[config.mk]
export PLATFORM = sky130hd
export DESIGN_NAME = reset_sequencer
export DESIGN_NICKNAME = d
export VERILOG_FILES = /design/src/rtl/reset_sequencer.sv
export SDC_FILE = /design/constraint.sdc
export NUM_CORES = 1
export LEC_CHECK = 0
export CORE_MARGIN = 5
export CORE_UTILIZATION = 45
export CTS_BUF_LIST = sky130_fd_sc_hd__clkbuf_2 sky130_fd_sc_hd__clkbuf_4 sky130_fd_sc_hd__clkbuf_8
export DETAILED_ROUTE_END_ITERATION = 6
export GPL_TIMING_DRIVEN = 0
export PLACE_DENSITY = 0.81
export REMOVE_ABC_BUFFERS = 1
export SLEW_MARGIN = 25
export SYNTH_ARGS = -nofsm -noshare
export SYNTH_HDL_FRONTEND = slang
export SYNTH_SLANG_ARGS = --single-unit
[constraint.sdc]
create_clock -name clk -period 1.5 [get_ports clk]
set_input_delay 0.3 -clock clk [delete_from_list [all_inputs] [get_ports clk]]
set_output_delay 0.3 -clock clk [all_outputs]
set_load 0.01 [all_outputs]
[src/rtl/reset_sequencer.sv]
// Reset sequencer: turns the system reset and software reset requests into a timed
// active-low reset for the downstream block, with settle, lockout and request accounting.
module reset_sequencer #(
  parameter int HOLD_CYCLES    = 4,
  parameter int SETTLE_CYCLES  = 2,
  parameter int LOCKOUT_CYCLES = 8,
  parameter int CNT_W          = 8
) (
  input  logic             clk,
  input  logic             reset_l,
  input  logic             sw_rst_req,
  output logic             sub_reset_l,
  output logic             busy,
  output logic             done,
  output logic             req_dropped,
  output logic [CNT_W-1:0] rst_count
);

  localparam int MAX_HS  = (HOLD_CYCLES > SETTLE_CYCLES) ? HOLD_CYCLES : SETTLE_CYCLES;
  localparam int MAX_CYC = (MAX_HS > LOCKOUT_CYCLES) ? MAX_HS : LOCKOUT_CYCLES;
  localparam int CW      = $clog2(MAX_CYC + 1);

  // Terminal counts; a zero-length phase is skipped entirely, so its value is unused.
  localparam logic [CW-1:0] HOLD_LAST   = CW'(HOLD_CYCLES - 1);
  localparam logic [CW-1:0] SETTLE_LAST = CW'((SETTLE_CYCLES > 0) ? SETTLE_CYCLES - 1 : 0);
  localparam logic [CW-1:0] LOCK_LAST   = CW'((LOCKOUT_CYCLES > 0) ? LOCKOUT_CYCLES - 1 : 0);

  typedef enum logic [1:0] {
    ST_HOLD,
    ST_SETTLE,
    ST_LOCK,
    ST_RUN
  } state_t;

  state_t           state_q, state_d;
  logic [CW-1:0]    cnt_q, cnt_d;
  logic             sub_d, busy_d, done_d, drop_d;
  logic [CNT_W-1:0] count_d;
  logic             go_ready;

  always_comb begin
    // NOTE: every signal gets a default before the case so no path can infer a latch.
    state_d  = state_q;
    cnt_d    = cnt_q + CW'(1);
    sub_d    = sub_reset_l;
    busy_d   = busy;
    done_d   = 1'b0;
    drop_d   = 1'b0;
    count_d  = rst_count;
    go_ready = 1'b0;

    case (state_q)
      ST_HOLD: begin
        drop_d = sw_rst_req;
        if (cnt_q == HOLD_LAST) begin
          sub_d = 1'b1;
          cnt_d = '0;
          if (SETTLE_CYCLES == 0) go_ready = 1'b1;
          else                    state_d  = ST_SETTLE;
        end
      end
      ST_SETTLE: begin
        drop_d = sw_rst_req;
        if (cnt_q == SETTLE_LAST) go_ready = 1'b1;
      end
      ST_LOCK: begin
        drop_d = sw_rst_req;
        if (cnt_q == LOCK_LAST) begin
          state_d = ST_RUN;
          cnt_d   = '0;
        end
      end
      ST_RUN: begin
        cnt_d = '0;
        if (sw_rst_req) begin
          state_d = ST_HOLD;
          sub_d   = 1'b0;
          busy_d  = 1'b1;
          if (rst_count != '1) count_d = rst_count + CNT_W'(1);
        end
      end
    endcase

    // Ready transition is shared by SETTLE expiry and a HOLD expiry with no settle window.
    if (go_ready) begin
      busy_d  = 1'b0;
      done_d  = 1'b1;
      cnt_d   = '0;
      state_d = (LOCKOUT_CYCLES == 0) ? ST_RUN : ST_LOCK;
    end
  end

  // NOTE: state registers use non-blocking assignments so every flop samples pre-edge values.
  always_ff @(posedge clk) begin
    if (!reset_l) begin
      state_q     <= ST_HOLD;
      cnt_q       <= '0;
      sub_reset_l <= 1'b0;
      busy        <= 1'b1;
      done        <= 1'b0;
      req_dropped <= 1'b0;
      rst_count   <= '0;
    end else begin
      state_q     <= state_d;
      cnt_q       <= cnt_d;
      sub_reset_l <= sub_d;
      busy        <= busy_d;
      done        <= done_d;
      req_dropped <= drop_d;
      rst_count   <= count_d;
    end
  end

endmodule
# Word level (Yosys, flattened, before mapping)
# Index checks and enable logic that the tools add are counted.
word_totals:
  latch_bits: 0
  ff_bits: 18
  ram_bits: 0
  mem_bits_ro: 0
  memories: 0
op_classes:
  add_sub_neg: 2
  n_reduce_logical: 14
  n_shift: 0
  n_bitwise: 1
  eq_ne: 13
  div_mod_pow: 0
  order_cmp: 0
  muxes: 17
  multipliers: 0
ops:
  columns: ["operator", "n"]
  rows:
  - ["4-bit one-hot mux with 3 select lines", 1]
  - ["3-bit != test (second input constant)", 3]
  - ["8-bit by 1-bit adder with 8-bit output (second input constant)", 1]
  - ["1-bit 2-to-1 mux", 8]
  - ["2-bit 2-to-1 mux", 4]
  - ["4-bit 2-to-1 mux", 2]
  - ["8-bit != test (second input constant)", 1]
  - ["4-bit AND reduction", 2]
  - ["2-bit != test (second input constant)", 3]
  - ["2-bit one-hot mux with 3 select lines", 1]
  - ["3-bit AND reduction", 2]
  - ["2-bit nonzero test", 3]
  - ["4-bit by 1-bit adder with 4-bit output (second input constant)", 1]
  - ["2-bit == test (second input constant)", 2]
  - ["4-bit by 1-bit == test with 1-bit output (second input constant)", 1]
  - ["4-bit by 2-bit == test with 1-bit output (second input constant)", 1]
  - ["4-bit by 3-bit == test with 1-bit output (second input constant)", 1]
  - ["2-bit AND reduction", 2]
  - ["4-bit nonzero test", 1]
  - ["3-bit nonzero test", 1]
  - ["3-bit OR reduction", 1]
  - ["2-bit by 1-bit == test with 1-bit output (second input constant)", 1]
  - ["2-bit logical NOT", 1]
  - ["1-bit one-hot mux with 2 select lines", 1]
  - ["2 further kinds", 2]

# Longest topological paths before layout
# Gate-level depths: netlist (run 1).
depth:
  ltp_word: 5
  ltp_mapped: 6
  ltp_nobuf: 6

# Worst setup path before layout (run 1)
# OpenSTA, ideal clock, no wires.
synth_timing:
  path_type: "register -> register"
  from: "reg state_q[1]"
  to: "reg rst_count[5]"
  t_arrival_ns: 1.402
  path_stages_with_launch: 6
  slack_ns: 0.026
  setup_ns: 0.072
  required_time_ns: 1.428
  cell_sequence: "dfxtp_1 and3_1 buf_6 nand4_4 or4_1 a21oi_1"
synth_between:
  elab_chain_len: 2
synth_lines:
  columns: ["element", "line", "rtl"]
  rows:
  - ["start, declared", "35", "state_t state_q, state_d;"]
  - ["start signal, assigned", "104", "state_q <= state_d;"]
  - ["2-bit == test", "52", "case (state_q)"]
  - ["3-bit AND reduction (no line)", null, null]
  - ["end signal, assigned", "110", "rst_count <= count_d;"]
  - ["end, declared", "16", "output logic [CNT_W-1:0] rst_count"]
# Every way passes these cells.
# A chain may end at the register's enable or synchronous reset.

# Final worst setup path (run 1)
layout_timing:
  from: "reg done"
  to: "out done"
layout_lines:
  columns: ["element", "line", "rtl"]
  rows:
  - ["start, declared", "14", "output logic done,"]
  - ["start signal, assigned", "108", "done <= done_d;"]
# No word-level cell between the ends.

==> results of run 1 <==
[per-stage QoR]
step | setup slack, ps | std cells | cell area [sq um] | setup TNS [ps] | hold slack [ps]
CTS | -55.1 | 132 | 998 | -109 | 390
finish | 60.8 | 132 | 1020 | 0 | 425
floorplan | 7.94 | 88 | 779 | 0 | 376
global placement | -501 | 127 | 951 | -2320 | 446
detailed placement | -534 | 127 | 951 | -2380 | 464
global route | -17.9 | 132 | 1020 | -17.9 | 409
[layout make-up]
cell class	count	area (sq um)	share of cell area, %
clock buffer	4	36.3	3.54
inverter	4	15.0	1.47
multi-input combinational	66	418	40.8
sequential	18	377	36.8
tap	25	31.3	3.05
timing repair buffer	15	148	14.4
[how the worst max path moves through the flow]
stage	to	cells after the start	from
after floorplan	rst_count[5]	4	state_q[1]
after global placement	rst_count[5]	5	sw_rst_req
after detailed placement	rst_count[5]	5	sw_rst_req
after CTS	rst_count[5]	1	rst_count[5]
after global routing	state_q[0]	3	reset_l
final	done	1	done
[cells in the final DEF (no fill, tap or decap), types with 4 or more instances in the layout]
cell type	Yosys	layout
sky130_fd_sc_hd__dfxtp_2	0	7
sky130_fd_sc_hd__dlygate4sd2_1	0	8
sky130_fd_sc_hd__dlymetal6s2s_1	0	4
sky130_fd_sc_hd__nand2_1	7	7
sky130_fd_sc_hd__dfxtp_1	18	9
sky130_fd_sc_hd__o21ai_0	6	5
sky130_fd_sc_hd__nand3_1	5	5
sky130_fd_sc_hd__a21oi_1	7	7
sky130_fd_sc_hd__nor2_1	12	12
[flip-flops by register name, summed over array words and instances, names as in the netlist]
signal,count
cnt_q,4
done,1
busy,1
rst_count,8
req_dropped,1
sub_reset_l,1
state_q,2
[report_power, final]
part | total [uW] | internal [uW] | switching [uW]
clock | 300 | 148 | 152
combinational | 86.4 | 41.4 | 45.1
sequential | 518 | 497 | 21.0
total | 905 | 687 | 218
[layer usage]
layer	vias to the layer above	wire (um)	global-route usage, %
met5	-	0	0
met4	0	29	5.24
met3	5	94	4.30
met2	20	819	24.7
met1	324	715	15.3
li1	357	-	-
[kinds of logic after synthesis]
logic type	share of synthesized area (%)
buffers and inverters	3.32
and+or+nand+nor	27.1
AOI/OAI and AO/OA	12.3
adders and majority gates	4.75
xor gates and xnor gates	4.43
DFF	45.6
muxes	2.53
[repair_timing]
item                                    CTS  global route
endpoints found under the setup margin   14            12
pin swaps                                 0             2
setup buffers                             1             0
gates resized for setup                  17            11
endpoints found under the hold margin     0             0
==> parameters.txt, run 1 <==
Parameter                              Value

STA
  Number of max-slew violations in the final report    0
  Max transition margin    79.9%
  Setup-failing EPs final    0
  Measured slew at the worst slew-check pin    300 ps
  Worst Skew    6.02 ps
  Max Clock Freq    0.695 GHz
  Period utilisation layout    95.9%
  Hold violation total from the final report    0
  Final critical delay including setup and external delays    1440 ps

Pwr
  Worst VDD drop    0.000424 V
  Pwr Density    883 nW/um^2
  Leak pwr    0.000460 uW
  Overall power consumption    905 uW

Setup path
  Signal arrival time at the worst endpoint    1140 ps
  Worst Path Buf+Inv    1
  Origin of the critical flop-to-flop path    state_q[0]
  CP Capture Type    output pin
  Cell-by-cell trace of the critical path    clkdlybuf4s50_1
  R2R Path End    rst_count[5]
  Maximum single-stage delay on the critical path    520 ps
  Category of the critical setup timing path    register to output pin
  Worst R2R Path Depth    4
  CP Launch Type    register
  Largest delay share family, worst path    buffers and inverters
  Register-to-register setup slack    70 ps
  Worst EP required    1200 ps
  Maximum fanout along the worst path    1
  Critical Path Slowest Stage Cell    sky130_fd_sc_hd__clkdlybuf4s50_1

Synth
  Proportion of register bits with asynchronous set or reset after synthesis    0%
  Dominant cell by count in the synthesized netlist    sky130_fd_sc_hd__dfxtp_1
  Synthesis warning total    0
  Number of library cell types mapped by synthesis    27
  Most instantiated cells after synthesis    sky130_fd_sc_hd__dfxtp_1, sky130_fd_sc_hd__nor2_1, sky130_fd_sc_hd__a21oi_1, sky130_fd_sc_hd__nand2_1, sky130_fd_sc_hd__o21ai_0
  Number of synthesized flops with an enable pin    0
  Most area-consuming cells after synthesis    sky130_fd_sc_hd__dfxtp_1, sky130_fd_sc_hd__nor2_1, sky130_fd_sc_hd__ha_1, sky130_fd_sc_hd__a21oi_1, sky130_fd_sc_hd__o21ai_0
  Proportion of netlist area held by the largest area contributor    45.6%
  Dominant register cell in the synthesized netlist    sky130_fd_sc_hd__dfxtp_1
  Count of state elements after synthesis    18
  Area of the mapped netlist    791 sq um
  Cell taking the most area after synthesis    sky130_fd_sc_hd__dfxtp_1
  Post-Synthesis Mean Instance Area    8.88 sq um
  Post-synthesis instance total    89
  Sequential share of the synthesized area    45.6%

Min path
  Hold path start    sw_rst_req
  Worst min-delay path category    input port to register
  Hold Path Depth    3
  Hold Path Sink    req_dropped

Drt
  Aggregate routed wire length    1660 um
  First-pass DRT Iterations    5
  Final antenna-violating net count    0
  Residual DRC    0
  Starting DRT DRC Count    16
  Post-DR vias/cell    5.35
  Routed vias    706
  Drt wl/cell    12.6 um

CTS
  CTS tree    yes
  Worst skew pair latency    300 ps
  Hold-fix buffers at CTS    0
  Clock tree root buffer cell    sky130_fd_sc_hd__clkbuf_4
  Number of buffers inserted during clock tree synthesis    3
  Sink Count    18
  H-tree depth    1
  Clock Tree Buf Depth    2
  Clock slew at reported path FFs    100 ps

Floorplanning
  Area of the core    1710 sq um
  I/O pin count    15
  Full die area    2700 sq um
  Placement Rows    15
  Initial Utilization    46.3%
  DIE WIDTH    51.9 um
  Die Ht    51.9 um

Layout
  Final cell utilization of the core    60.0%
  Synthesis-to-layout area growth    29.6%
  Share of final-layout standard cells stronger than drive strength 1    17.8%
  N_diodes    0
  Number of fillers in the final layout    147
  Fin nets    114

Global route
  Overall Global Routing Usage    13.9%
  Largest net degree at the start of global routing    11
  Total grt overflow    0
  Via count of the first global-routing pass    648
  Number of antenna violations at the first check in global routing    0
  First-pass GRT wire length    2770 um

Placement
  Routability congestion estimate from global placement    0.793
  HPWL after detailed placement    1170 um
  Buffers on Ports    14

Run status
  Result of the run    finished, final reports clean

Flow run
  Max Cap Violations    0
Power figures use the tool's default switching activity.
==> run 2, diff against run 1 <==
PLACE_DENSITY = 0.79   (was 0.81)
clock period = 1.55 ns   (was 1.5 ns; I/O delays follow)
==> run 2 against run 1 <==
Hold slack better by 11 ps. Combinational power down 6.7%. Largest power group unchanged. Total power shrank 11%. Via count grew 0.71%. Non-clock buffer count unchanged. First-iteration DRC count is 25% lower. Utilization decreased by 0.15 points. Routed wire length is 2.1% lower.
==> parameters.txt, run 2 (synthesized netlist as in run 1, its figures left out) <==
Parameter                              Value

Drt
  Post-DR vias/cell    5.43
  Final antenna-violating net count    0
  Routed vias    711
  Starting DRT DRC Count    12
  Drt wl/cell    12.4 um
  Aggregate routed wire length    1620 um
  First-pass DRT Iterations    4
  Residual DRC    0

Layout
  Synthesis-to-layout area growth    29.3%
  Largest registers    rst_count (8), cnt_q (4), state_q (2)
  Most used cells in the layout excluding fill and tap cells    sky130_fd_sc_hd__nor2_1, sky130_fd_sc_hd__dfxtp_1, sky130_fd_sc_hd__nand2_1, sky130_fd_sc_hd__a21oi_1
  Flip-flop count of the largest register after layout    8
  Share of final-layout standard cells stronger than drive strength 1    16.0%
  Fin nets    114
  Number of fillers in the final layout    155
  Register with the most flip-flops    rst_count
  N_diodes    0
  Most common cell after layout, fill and taps aside    sky130_fd_sc_hd__nor2_1

Pwr
  Pwr Density    786 nW/um^2
  Leak pwr    0.000484 uW
  Worst VDD drop    0.000698 V

Floorplanning
  Area of the core    1710 sq um
  DIE WIDTH    51.9 um
  Full die area    2700 sq um
  Die Ht    51.9 um
  Initial Utilization    46.3%
  I/O pin count    15
  Placement Rows    15

STA
  Period utilisation layout    96.6%
  Setup ws final    53.2 ps
  Max transition margin    75.5%
  Measured slew at the worst slew-check pin    364 ps
  Max Clock Freq    0.668 GHz
  Number of max-slew violations in the final report    0
  Post-route setup TNS    0 ps
  Final critical delay including setup and external delays    1500 ps
  Hold violation total from the final report    0
  Worst Skew    8.93 ps
  RSZ-0062 raised after global routing    false
  Setup-failing EPs final    0

Placement
  Pre-CTS setup slack    -515 ps
  Buffers on Ports    14
  HPWL after detailed placement    1200 um
  Routability congestion estimate from global placement    0.828

Setup path
  Signal arrival time at the worst endpoint    1190 ps
  Worst R2R Path Depth    4
  CP Launch Type    register
  Largest delay share family, worst path    buffers and inverters
  Maximum fanout along the worst path    4
  CP Capture Type    output pin
  Levels on crit path    1
  R2R Path End    rst_count[5]
  Origin of the critical flop-to-flop path    state_q[1]
  Worst Path Buf+Inv    1
  Category of the critical setup timing path    register to output pin
  Cell-by-cell trace of the critical path    clkdlybuf4s50_1
  Critical Path Slowest Stage Cell    sky130_fd_sc_hd__clkdlybuf4s50_1
  Worst EP required    1240 ps
  Maximum single-stage delay on the critical path    540 ps
  Register-to-register setup slack    80 ps

Global route
  Total grt overflow    0
  Number of antenna violations at the first check in global routing    0
  Via count of the first global-routing pass    644
  Largest net degree at the start of global routing    11
  First-pass GRT wire length    2690 um
  Overall Global Routing Usage    13.4%

Run status
  Result of the run    finished, final reports clean

CTS
  Number of buffers inserted during clock tree synthesis    3
  Sink Count    18
  Clock tree root buffer cell    sky130_fd_sc_hd__clkbuf_4
  Hold-fix buffers at CTS    0
  H-tree depth    1
  Worst skew pair latency    290 ps
  CTS tree    yes
  Clock Tree Buf Depth    2
  Clock slew at reported path FFs    100 ps

Min path
  Hold path start    sw_rst_req
  Worst min-delay path category    input port to register
  Hold Path Sink    req_dropped
  Hold Path Depth    3

Flow run
  Max Cap Violations    0
run 2: worst max-delay path by stage:
stage	startpoint	endpoint	slack, ps
2_1_floorplan	state_q[1]	rst_count[5]	60
3_3_place_gp	sw_rst_req	rst_count[5]	-460
3_5_place_dp	sw_rst_req	rst_count[5]	-520
4_1_cts	state_q[1]	rst_count[5]	-20
5_1_grt	rst_count[6]	rst_count[6]	10
6_report	rst_count[6]	rst_count[6]	50
run 2: area by class of cell:
class / count / area, sq um / share of cell area, %
multi-input cells: 66 / 414 / 40.5
flip-flops and latches: 18 / 379 / 37.1
repair buffers: 15 / 160 / 15.7
well taps: 25 / 31.3 / 3.06
clock buffers: 3 / 22.5 / 2.20
inverters: 4 / 15.0 / 1.47
run 2: report_power, final:
group,leakage (uW),internal (uW),switching (uW)
clock,0.0000138,90.2,134
combinational,0.000319,41.1,39.5
sequential,0.000152,479,20.5
run 2: worst register-to-register path, cell delays in order (launching register included):
cell and delay [ps]:
sky130_fd_sc_hd__dfxtp_2 410, sky130_fd_sc_hd__and3_4 220, sky130_fd_sc_hd__nand4_4 130, sky130_fd_sc_hd__or4_1 490, sky130_fd_sc_hd__a21oi_1 140
run 2: per-stage QoR:
step	std cells	area, sq um	utilization (%)	power (uW)	hold slack, ps
2_1_floorplan	88	779	-	562	386
3_3_place_gp	127	951	55.7	590	448
3_5_place_dp	127	951	55.7	594	452
4_1_cts	131	995	58.2	813	426
5_1_grt	131	1020	59.9	850	444
6_report	131	1020	59.9	804	436
run 2: what timing repair did:
action,4_1_cts,5_1_grt
resized for setup,12,11
setup endpoints to repair,10,13
setup buffers,1,0
run 2: metal layers:
metal | wire (um) | GRT usage [%] | vias to the layer above | share of wire [%]
met5 | 0 | 0 | - | 0
met1 | 692 | 14.4 | 334 | 43
met3 | 60 | 4.87 | 6 | 3.7
met4 | 36 | 6.11 | 0 | 2.2
met2 | 835 | 23.0 | 15 | 51
li1 | - | - | 356 | -
